--- config.mk ---
export PLATFORM = sky130hd
export DESIGN_NAME = piso_serializer
export DESIGN_NICKNAME = d
export VERILOG_FILES = /design/src/rtl/piso_serializer_pkg.sv /design/src/rtl/piso_serializer_bit_down_counter.sv /design/src/rtl/piso_serializer.sv
export SDC_FILE = /design/constraint.sdc
export NUM_CORES = 1
export LEC_CHECK = 0
export ABC_AREA = 1
export CORE_UTILIZATION = 40
export DETAILED_ROUTE_END_ITERATION = 8
export PLACE_DENSITY = 0.67
export SYNTH_ARGS = -nofsm -noshare
export SYNTH_HDL_FRONTEND = slang
export SYNTH_SLANG_ARGS = --single-unit
--- constraint.sdc ---
create_clock -name Clock -period 1.81 [get_ports Clock]
set_clock_uncertainty 0.05 [all_clocks]
set_input_delay 0.543 -clock Clock [delete_from_list [all_inputs] [get_ports Clock]]
set_output_delay 0.543 -clock Clock [all_outputs]
set_load 0.02 [all_outputs]
--- src/rtl/piso_serializer_pkg.sv ---
// Shared definitions for the serial bit-stream link: state encodings and the
// default word width used by the transmitter and the 6-bit receiver.
package piso_serializer_pkg;

  localparam int DSD_WORD_W = 6;

  typedef enum logic {
    ST_IDLE  = 1'b0,
    ST_SHIFT = 1'b1
  } st_e;

endpackage

--- src/rtl/piso_serializer_bit_down_counter.sv ---
// Loadable down-counter that tracks the bits still to be sent after the one on Q.
// It saturates at zero and flags it.
module piso_serializer_bit_down_counter #(
  parameter int CW = 3
) (
  input  logic          clk,
  input  logic          rstn,
  input  logic          load,
  input  logic [CW-1:0] load_val,
  input  logic          dec,
  output logic [CW-1:0] count,
  output logic          zero
);

  always_ff @(posedge clk) begin
    if (!rstn) begin
      count <= '0;
    end else if (load) begin
      count <= load_val;
    end else if (dec && (count != '0)) begin
      count <= count - 1'b1;
    end
  end

  assign zero = (count == '0);

endmodule

--- src/rtl/piso_serializer.sv ---
// Parallel-in serial-out transmitter: one word per Load/Ready handshake,
// shifted out one bit per clock on Q with Valid and an end-of-word Done strobe.
module piso_serializer
  import piso_serializer_pkg::*;
#(
  parameter int WIDTH     = DSD_WORD_W,
  parameter bit MSB_FIRST = 1'b1
) (
  input  logic             Clock,
  input  logic             Resetn,
  input  logic [WIDTH-1:0] Data,
  input  logic             Load,
  output logic             Ready,
  output logic             Q,
  output logic             Valid,
  output logic             Done,
  output st_e              dbg_state
);

  localparam int CW = $clog2(WIDTH);

  // Handshake: a word is taken at the posedge where Load && Ready. Ready is
  // decoded from registers only, so it never depends on Load combinationally.
  st_e              state_q, state_n;
  logic [WIDTH-1:0] sh_q, sh_n;
  logic             q_n, valid_n, done_n;
  logic [CW-1:0]    count;
  logic             zero;
  logic             accept;
  logic             shift_en;

  assign Ready     = (state_q == ST_IDLE) || zero;
  assign accept    = Load && Ready;
  assign shift_en  = (state_q == ST_SHIFT) && !zero;
  assign dbg_state = state_q;

  piso_serializer_bit_down_counter #(.CW(CW)) u_cnt (
    .clk      (Clock),
    .rstn     (Resetn),
    .load     (accept),
    .load_val (CW'(WIDTH - 1)),
    .dec      (shift_en),
    .count    (count),
    .zero     (zero)
  );

  // sh_q holds only the bits not yet presented, aligned so the next one sits
  // at the outgoing end; the first bit goes straight from Data to Q.
  always_comb begin
    state_n = state_q;
    sh_n    = sh_q;
    q_n     = 1'b0;
    valid_n = 1'b0;
    done_n  = 1'b0;
    if (accept) begin
      state_n = ST_SHIFT;
      valid_n = 1'b1;
      if (MSB_FIRST) begin
        q_n  = Data[WIDTH-1];
        sh_n = Data << 1;
      end else begin
        q_n  = Data[0];
        sh_n = Data >> 1;
      end
    end else if (shift_en) begin
      valid_n = 1'b1;
      done_n  = (count == CW'(1));
      if (MSB_FIRST) begin
        q_n  = sh_q[WIDTH-1];
        sh_n = sh_q << 1;
      end else begin
        q_n  = sh_q[0];
        sh_n = sh_q >> 1;
      end
    end else begin
      state_n = ST_IDLE;
    end
  end

  always_ff @(posedge Clock) begin
    if (!Resetn) begin
      state_q <= ST_IDLE;
      sh_q    <= '0;
      Q       <= 1'b0;
      Valid   <= 1'b0;
      Done    <= 1'b0;
    end else begin
      state_q <= state_n;
      sh_q    <= sh_n;
      Q       <= q_n;
      Valid   <= valid_n;
      Done    <= done_n;
    end
  end

endmodule

# Yosys cells after proc, flatten, opt, wreduce, memory -nomap -nowiden

Cells that the tools add are included.

Output and inout bits: 5
Input bits: 9
Register bits: 12

Reductions and logical operators: 11
Add/sub/neg operators: 1
Muxes and demuxes: 10
Bitwise operators: 3
Eq/ne operators: 2

Operators with widths:

| kind                | count |
|---|---|
| $mux 6              | 2 |
| $mux 1              | 6 |
| $mux 3              | 2 |
| $reduce_bool 2->1   | 2 |
| $eq 3x1->1 const B  | 1 |
| $logic_and 1x1->1   | 3 |
| $logic_not 3->1     | 1 |
| $not 1->1           | 3 |
| $reduce_bool 3->1   | 1 |
| $reduce_or 3->1     | 1 |
| $sub 3x1->3 const B | 1 |
| $ne 2x2->1 const B  | 1 |
| $reduce_or 2->1     | 1 |
| $logic_not 1->1     | 1 |
| $logic_or 1x1->1    | 1 |

# Longest topological paths before layout

Depth after elaboration: 6
Depth in mapped cells: 9
Mapped depth without buffers: 8

# Modules after synthesis

A second synthesis with hierarchy kept.

Cells, all modules: 88
Area total of the unflattened synthesis: 584.3 um^2

Modules (own cells, without submodules):

| module                           | seq. area each (um^2) | area each (um^2) | cells an instance | instances |
|---|---|---|---|---|
| piso_serializer                  | 180.2                 | 386.6            | 55                | 1 |
| piso_serializer_bit_down_counter | 60.1                  | 197.7            | 33                | 1 |

# Worst setup path before layout

Ideal clock, no wire load.

Kind: flip-flop to output port
Start point: register u_cnt.count[0]
End point: output Ready
Stages on the path, launching flop included: 6
Required time: 1.217 ns
Slack: 0.294 ns
Data arrival time: 0.923 ns
Path buffers: 1
Path through: dfxtp_1 > inv_1 > ha_1 > nand2_2 > nand2_4 > buf_6

Word-level cells in the longest chain between the ends: 2

Ends and longest elaborated chain:

| element                  | line                                   | text |
|---|---|---|
| start: declaration       | piso_serializer_bit_down_counter.sv:11 | `output logic [CW-1:0] count,` |
| start signal: assignment | piso_serializer_bit_down_counter.sv:19 | `count <= load_val;` |
| start signal: assignment | piso_serializer_bit_down_counter.sv:21 | `count <= count - 1'b1;` |
| $logic_not 3->1          | piso_serializer_bit_down_counter.sv:25 | `assign zero = (count == '0);` |
| $logic_or 1x1->1         | piso_serializer.sv:32                  | `assign Ready = (state_q == ST_IDLE) \|\| zero;` |
| end: declaration         | piso_serializer.sv:13                  | `output logic Ready,` |

Every way passes these cells.

# Worst setup path after layout

Same ends and word-level chain as after synthesis.

==> impl_metrics.toml <==
[status]
status = "finished, final reports clean"

[synthesis]
synth_cell_type_count = 18
yosys_warnings = 0
synth_seq_area_share = 0.419
synth.ff_latch_count = 12
synth_area_leaders = "dfxtp_1 (42%), nand3_1 (15%), nand2_1 (9.2%)"
synth_top_area_frac = 0.419
avgSynthCellArea_sq_um = 7.74
yosysTopAreaCell = "dfxtp_1"
syn_area_sq_um = 573
syn-num-nets = 86
syn-instance-count = 74

[power_and_ir_drop]
leakage_uw = 0.000419
power_uw = 654
powerDensity_nw_per_um2 = 828
ir_drop_v = 0.000388

[clock_tree]
cts_hold_buf = 0
cts_tree = "built"
clock-sinks = 12
clock_latency_ns = 0.28
postCtsSetupBuffers = 0
clkTransAtPathRegs_ns = 0.08
cts_root_buf = "clkbuf_4"
numCtsBuffers = 3
clock_path_buffers = 2
h-tree-depth = 1

[die]
coreArea_sq_um = 1320
pin_count = 14
die-height_um = 39.9
start_util = 0.435
die_area_sq_um = 1590
num_rows = 13
die_x_um = 39.9

[route]
first_iter_violations = 16
drtAntennaViolNets = 0
vias_per_cell = 4.77
first_pass_iters = 4
vias = 520
wl_per_cell_um = 10.5
drt-total-wl_um = 1150
route.detailed.drc = 0

[layout]
drive_gt1_frac = 0.202
area_delta_synth_final_pct = 37.8
mostFrequentLayoutCell = "nand3_1"
final_area_sq_um = 790
fillers = 120
multi_input_comb_area_sq_um = 273
fin_cells = 109
nets = 107
regArea_sq_um = 241
diodes = 0
final_cell_mix = "nand3_1 (17), nand2_1 (14), dfxtp_1 (11)"

[setup_path]
worstPathBufferInverterCount = 2
crit_required_ns = 1.22
critPathMaxFanout = 2
crit_slowest_cell = "dfxtp_2"
crit_path_end_kind = "output port"
r2r_end = "u_cnt.count[1]"
critPathMaxStageDelay_ns = 0.33
path_class = "reg2out"
rr_startpoint = "u_cnt.count[0]"
crit_arrival_ns = 1.13
crit_family = "flip-flops"
cp-start-kind = "flop"
r2r_slack_ns = 0.48
crit_chain = "inv_1 -> ha_2 -> nand2_2 -> nand2_4 -> buf_4"
r2r_cells = 7

[worst_hold_path]
worstHoldStart = "sh_q[1]"
holdPathEnd = "sh_q[1]"
min_path_cells = 2
min_path_type = "reg2reg"

[sta]
finalSetupViolCount = 0
maxSlewHeadroom = 0.841
max_freq_mhz = 581
tightest_slew_ns = 0.238
timing.final.hold_violations = 0
fin_crit_sh = 0.951
drv_slew = 0
rsz0062_at_grt = "false"
period_minus_slack_ns = 1.72

[placement]
gp_congestion = 0.687
portBuffers = 13
hpwl_um = 795
place_area_sq_um = 746
place_inst = 105

[grt]
antenna_found_initial = 0
grt_pass1_vias = 358
overflow = 0
grt_pass1_wl_um = 1550
grt_max_degree = 15
grt_usage = 0.166

[run]
maxCapViolations = 0
[logic make-up (layout without fill, tap and decap cells)]
family                   count (synthesis)  in the layout  synth area share
buffers and inverters                   14             34             0.109
AO/OA/AOI/OAI                            6              6            0.0786
XOR/XNOR                                 1              1            0.0153
AND/OR/NAND/NOR                         38             38             0.312
adder cells (fa/ha/maj)                  3              3            0.0655
flip-flops                              12             12             0.419
[how the worst max path moves through the flow]
stage | depth (start not counted) | endpoint | slack, ns | startpoint
after floorplan | 5 | Ready | 0.29 | u_cnt.count[0]
after global placement | 5 | Ready | -0.04 | u_cnt.count[0]
after detailed placement | 5 | Ready | -0.06 | u_cnt.count[0]
after CTS | 1 | Valid | 0.01 | Valid
after global routing | 5 | Ready | 0.01 | u_cnt.count[1]
final | 5 | Ready | 0.09 | u_cnt.count[0]
[metal layers]
metal,routed length [um],track usage,vias up
met2,559,0.242,12
li1,-,-,272
met3,59,0.102,2
met1,521,0.189,234
met5,0,0,-
met4,6,0.0776,0
[sequential cells by signal (all words and copies together), names as in the netlist]
register	cells
sh_q	5
Valid	1
dbg_state	1
u_cnt.count	3
Q	1
Done	1
[cell type report]
class | count | share of cell area
multi-input combinational | 48 | 0.345
sequential | 12 | 0.306
timing repair buffer | 19 | 0.227
inverter | 11 | 0.0523
clock buffer | 4 | 0.0460
tap | 15 | 0.0238
[cell usage after synthesis]
cell type and number:
a21oi_1 3, a21oi_2 1, a21oi_4 1, buf_2 2, buf_6 1, dfxtp_1 12, ha_1 3, inv_1 10
inv_2 1, nand2_1 14, nand2_2 1, nand2_4 1, nand3_1 17, nor2_1 3, nor2_2 1, o21ai_0 1
or2_1 1, xor2_1 1
[through the flow]
step | setup TNS [ns] | hold slack, ns | util | setup WS (ns)
2_1_floorplan | 0 | 0.389 | - | 0.294
3_3_place_gp | -0.0384 | 0.402 | 0.566 | -0.0384
3_5_place_dp | -0.0577 | 0.404 | 0.566 | -0.0577
4_1_cts | 0 | 0.417 | 0.589 | 0.0113
5_1_grt | 0 | 0.435 | 0.599 | 0.00962
6_report | 0 | 0.414 | 0.599 | 0.0891
[tightest hold or removal path, cell delays in order (launching register included)]
cell and delay [ns]:
dfxtp_1 0.31, nand2_1 0.06, a21oi_1 0.05
[power breakdown]
group | switching, uW | leakage, uW | internal (uW)
Combinational | 71.9 | 0.000299 | 66.3
Sequential | 10.4 | 0.0000992 | 283
Clock | 100 | 0.0000210 | 123
[timing repair]
item	in CTS	in global routing
resized for setup	5	6
pin swaps	0	0
setup endpoints to repair	2	4
Power figures use the tool's default switching activity.
==> RTL change 1 (same settings) <==
Put one more register stage on the output `dbg_state`, without a reset. The value now appears one clock later. The other outputs are not delayed to match.
--- a/src/rtl/piso_serializer.sv
+++ b/src/rtl/piso_serializer.sv
@@ -32,7 +32,9 @@
   assign Ready     = (state_q == ST_IDLE) || zero;
   assign accept    = Load && Ready;
   assign shift_en  = (state_q == ST_SHIFT) && !zero;
-  assign dbg_state = state_q;
+  always_ff @(posedge Clock) begin
+    dbg_state <= state_q;
+  end
 
   piso_serializer_bit_down_counter #(.CW(CW)) u_cnt (
     .clk      (Clock),
Check against the original RTL: not equivalent (Yosys sat finds a counterexample within 4 cycles, from zero or initial values and one cycle with Resetn low).
==> RTL change 1 against the original RTL <==
- synthesized cell count grew 1.4%
- area after synthesis grew 3.5%
- sequential cell count grew 1
- clock power shrank 19%
- design area grew 2.5%
- setup slack lost 19 ps
- total power shrank 2.3%
- global-route usage grew 0.42 points
- largest cell class unchanged
- first-iteration DRC count shrank 6.3%
- wire length grew 2.4%
- register-to-register slack lost 30 ps
- critical path depth is the same
==> RTL change 1: results (changes against the original RTL) <==
maximum VDD drop 0.4476 mV (+15%); Port-buffer cells 13 (unchanged); flop2flop setup slack 450 ps (-30 ps); reg2reg end u_cnt.count[1]$_SDFFE_PP0P_; initial antenna violation count 0 (unchanged); hold depth 0 (-2); relative slew slack 84.43% (+0.34 points); WL/cell 10.59 um (+0.60%); leakage power figure 0.4358 nW (+4.0%); synthesized area per cell 7.908 um^2 (+2.1%); fin crit share 96.11% (+1.0 points); 1st-iter DRT viols 15 (-1); type of the worst setup path flip-flop to output pin; slowest cell on the critical path dfxtp_2; Synth Area in Compound Gates 7.595% (-0.27 points); ys flop type dfxtp_1; syn nets 87 (+1.2%); sequential fraction of the synthesis area 43.88% (+2.0 points); Int Pwr 0.4600 mW (-2.4%); Vias/cell 4.694 (-1.6%); gr usage total 17.07% (+0.42 points); Max Cap Viol 0 (unchanged); Synth Area in XOR/XNOR 1.477% (-0.052 points); CP top delay family flip-flops; slowest stage delay, CP 320 ps; vias in the first global route 431 (+20%); first-pass GRT wire length 1759 um (+13%); R2R cell count 7 (unchanged); synth top area cells dfxtp_1 44%, nand3_1 14%, nand2_1 8.9%, ha_1 6.3%, inv_1 6.3%; pin count of the biggest net entering global routing 15 (unchanged); min-delay src state_q$_SDFFE_PN0P_; TritonCTS Buffers 3 (unchanged); critical path endpoint Ready; Post-synth top cells 17 x nand3_1, 14 x nand2_1, 13 x dfxtp_1; DP Worst Slack -68.60 ps (-10.89 ps); dpl hpwl 856.7 um (+7.7%); WHS 368.6 ps (-45.64 ps); ys async rst share 0% (unchanged); biggest regs sh_q (5), u_cnt.count (3); Resized cells post-CTS 4 (-1); largest family of logic cells by synthesized area simple AND/OR/NAND/NOR gates; layout cells sized above 1 20.83% (+0.62 points); Min-Delay Endpoint dbg_state$_DFF_P_; worst-skew pair later-pin latency about 270 ps; fill cell count 144 (+20%); Root Driver clkbuf_4; cell area after placement 773.2 um^2 (+3.7%); placed cell count 107 (+1.9%); routability-driven placement congestion ratio 0.6544 (-4.7%); Initial DRT Pass Iterations 3 (-1); outcome completed; via count 521 (+0.19%); Post-Synth Adder-Cell Area 6.329% (-0.22 points)
[RTL change 1: power by group through the flow]
stage / Combinational (mW) / Sequential, mW / Clock, mW
after global routing: 0.156 / 0.320 / 0.195
after detailed placement: 0.143 / 0.323 / 0
after floorplan: 0.0801 / 0.328 / 0
final: 0.141 / 0.317 / 0.181
after global placement: 0.141 / 0.323 / 0
after CTS: 0.142 / 0.316 / 0.185
[RTL change 1: layout make-up]
cell class	instances	area, um^2	share of cell area [%]
Inverter	11	41.29	5.100
Tap cell	15	18.77	2.318
Sequential cell	13	262.8	32.46
Timing Repair Buffer	20	187.7	23.18
Multi-Input combinational cell	48	272.8	33.69
Clock buffer	4	26.28	3.246
[RTL change 1: per-layer routing]
layer  vias to the layer above  routed length (um)  GRT usage (%)
li1                        278                   -              -
met1                       234                 559          21.55
met2                         7                 569          25.40
met3                         2                  31          3.333
met4                         0                  14          12.50
met5                         -                   0              0
==> RTL change 2 (config.mk and constraints unchanged) <==
Made on the original files. `DSD_WORD_W`: 6 -> 8.
--- a/src/rtl/piso_serializer_pkg.sv
+++ b/src/rtl/piso_serializer_pkg.sv
@@ -2,7 +2,7 @@
 // default word width used by the transmitter and the 6-bit receiver.
 package piso_serializer_pkg;
 
-  localparam int DSD_WORD_W = 6;
+  localparam int DSD_WORD_W = 8;
 
   typedef enum logic {
     ST_IDLE  = 1'b0,
Interface: changed (resized Data); port bits go from 14 to 16. The function was not compared with the original's and may differ.
==> RTL change 2 against the original RTL <==
- via count up 13%
- largest power group unchanged
- design area up 12%
- total power up 12%
- hold slack about the same
- setup slack worse by 53 ps
- area after synthesis up 19%
- die area up 18%
- fmax down 3.0%
- critical path type unchanged
- wire length up 5.2%
- sequential cell count up 2
==> RTL change 2: results (changes against the original RTL) <==
Post-synth top cells 22 x nand3_1, 17 x nand2_1, 14 x dfxtp_1; non-filler cells, final 123 (+13%); reg2reg end sh_q[1]$_SDFFE_PN0P_; sequential fraction of the synthesis area 41.25% (-0.67 points); routability-driven placement congestion ratio 0.7267 (+5.8%); Mapped Cells 87 (+18%); first-pass GRT wire length 1966 um (+27%); leakage power figure 0.4604 nW (+9.8%); slowest cell on the critical path clkdlybuf4s50_1; slowest stage delay, CP 590 ps (+260 ps); pin count of the biggest net entering global routing 19 (+4); Sw Pwr 0.2058 mW (+13%); Worst EP arrival 1180 ps (+50 ps); Port-buffer cells 15 (+2); critical path endpoint Valid; CP Launch Point Valid$_SDFF_PN0_; dpl hpwl 880.6 um (+11%); Netlist cell types 17 (-1); Vias/cell 4.797 (+0.55%); synth top area cells dfxtp_1 41%, nand3_1 16%, nand2_1 9.4%, ha_1 5.5%, inv_1 5.5%; syn nets 101 (+17%); flop2flop setup slack 350 ps (-130 ps); CP top delay family buffers and inverters; maximum VDD drop 0.4655 mV (+20%); outcome completed; layout cells sized above 1 18.69% (-1.5 points); placed cell count 119 (+13%); WL/cell 9.813 um (-6.7%)
RTL change 2: changes by cell type in the layout (fill, tap and decap cells not counted), sizes merged, moves of 2 or more:
cell,delta
clkdlybuf4s50,+3
nand2,+6
dfxtp,+2
nand3,+5
RTL change 2: cells by family after synthesis:
| kind of cell | count (synthesis) | share of synthesized area [%] |
|---|---|---|
| adder cells (fa/ha/maj) | 3 | 5.525 |
| buffers and inverters | 16 | 13.44 |
| flip-flops | 14 | 41.25 |
| AND/OR/NAND/NOR | 48 | 34.25 |
| AO/OA/AOI/OAI | 6 | 5.524 |
RTL change 2: per-stage QoR:
stage	cell area (um^2)	hold WS (ps)
global route	880.8	427.2
detailed placement	845.8	407.7
floorplan	679.4	388.9
finish	880.8	414.1
CTS	875.8	416.2
global placement	845.8	400.8
RTL change 2: how the worst min path moves through the flow:
stage | cells past startpoint | to | from | slack [ps]
after detailed placement | 2 | sh_q[1]$_SDFFE_PN0P_ | sh_q[1]$_SDFFE_PN0P_ | 410
after floorplan | 2 | sh_q[1]$_SDFFE_PN0P_ | sh_q[1]$_SDFFE_PN0P_ | 390
after global routing | 2 | Q$_SDFF_PN0_ | sh_q[7]$_SDFFE_PN0P_ | 430
after global placement | 2 | sh_q[1]$_SDFFE_PN0P_ | sh_q[1]$_SDFFE_PN0P_ | 400
after CTS | 2 | Q$_SDFF_PN0_ | sh_q[7]$_SDFFE_PN0P_ | 420
final | 2 | Q$_SDFF_PN0_ | sh_q[7]$_SDFFE_PN0P_ | 410
RTL change 2: area by class of cell:
cell class / count / area [um^2]
Fill cell: 146 / 660.6
Multi-Input combinational cell: 57 / 307.8
Sequential cell: 14 / 280.3
Timing Repair Buffer: 20 / 186.4
Inverter: 12 / 50.05
Clock buffer: 4 / 36.28
Tap cell: 16 / 20.02
RTL change 2: metal layers:
layer,global-route usage (%),wire (um),vias up
met1,19.06,587,258
met5,0,0,-
met3,2.553,52,2
met2,20.30,557,14
met4,10.91,9,0
li1,-,-,316
RTL change 2: repair_timing:
action,4_1_cts,5_1_grt
hold endpoints to repair,0,0
resized for setup,5,2
buffers inserted,0,0
setup endpoints to repair,2,2
RTL change 2: power groups by stage:
| stage | Combinational [mW] | Clock, mW | Sequential, mW |
|---|---|---|---|
| 6_report | 0.163 | 0.228 | 0.342 |
| 5_1_grt | 0.181 | 0.245 | 0.345 |
| 4_1_cts | 0.166 | 0.235 | 0.342 |
| 3_5_place_dp | 0.168 | 0 | 0.349 |
| 3_3_place_gp | 0.167 | 0 | 0.349 |
| 2_1_floorplan | 0.111 | 0 | 0.355 |
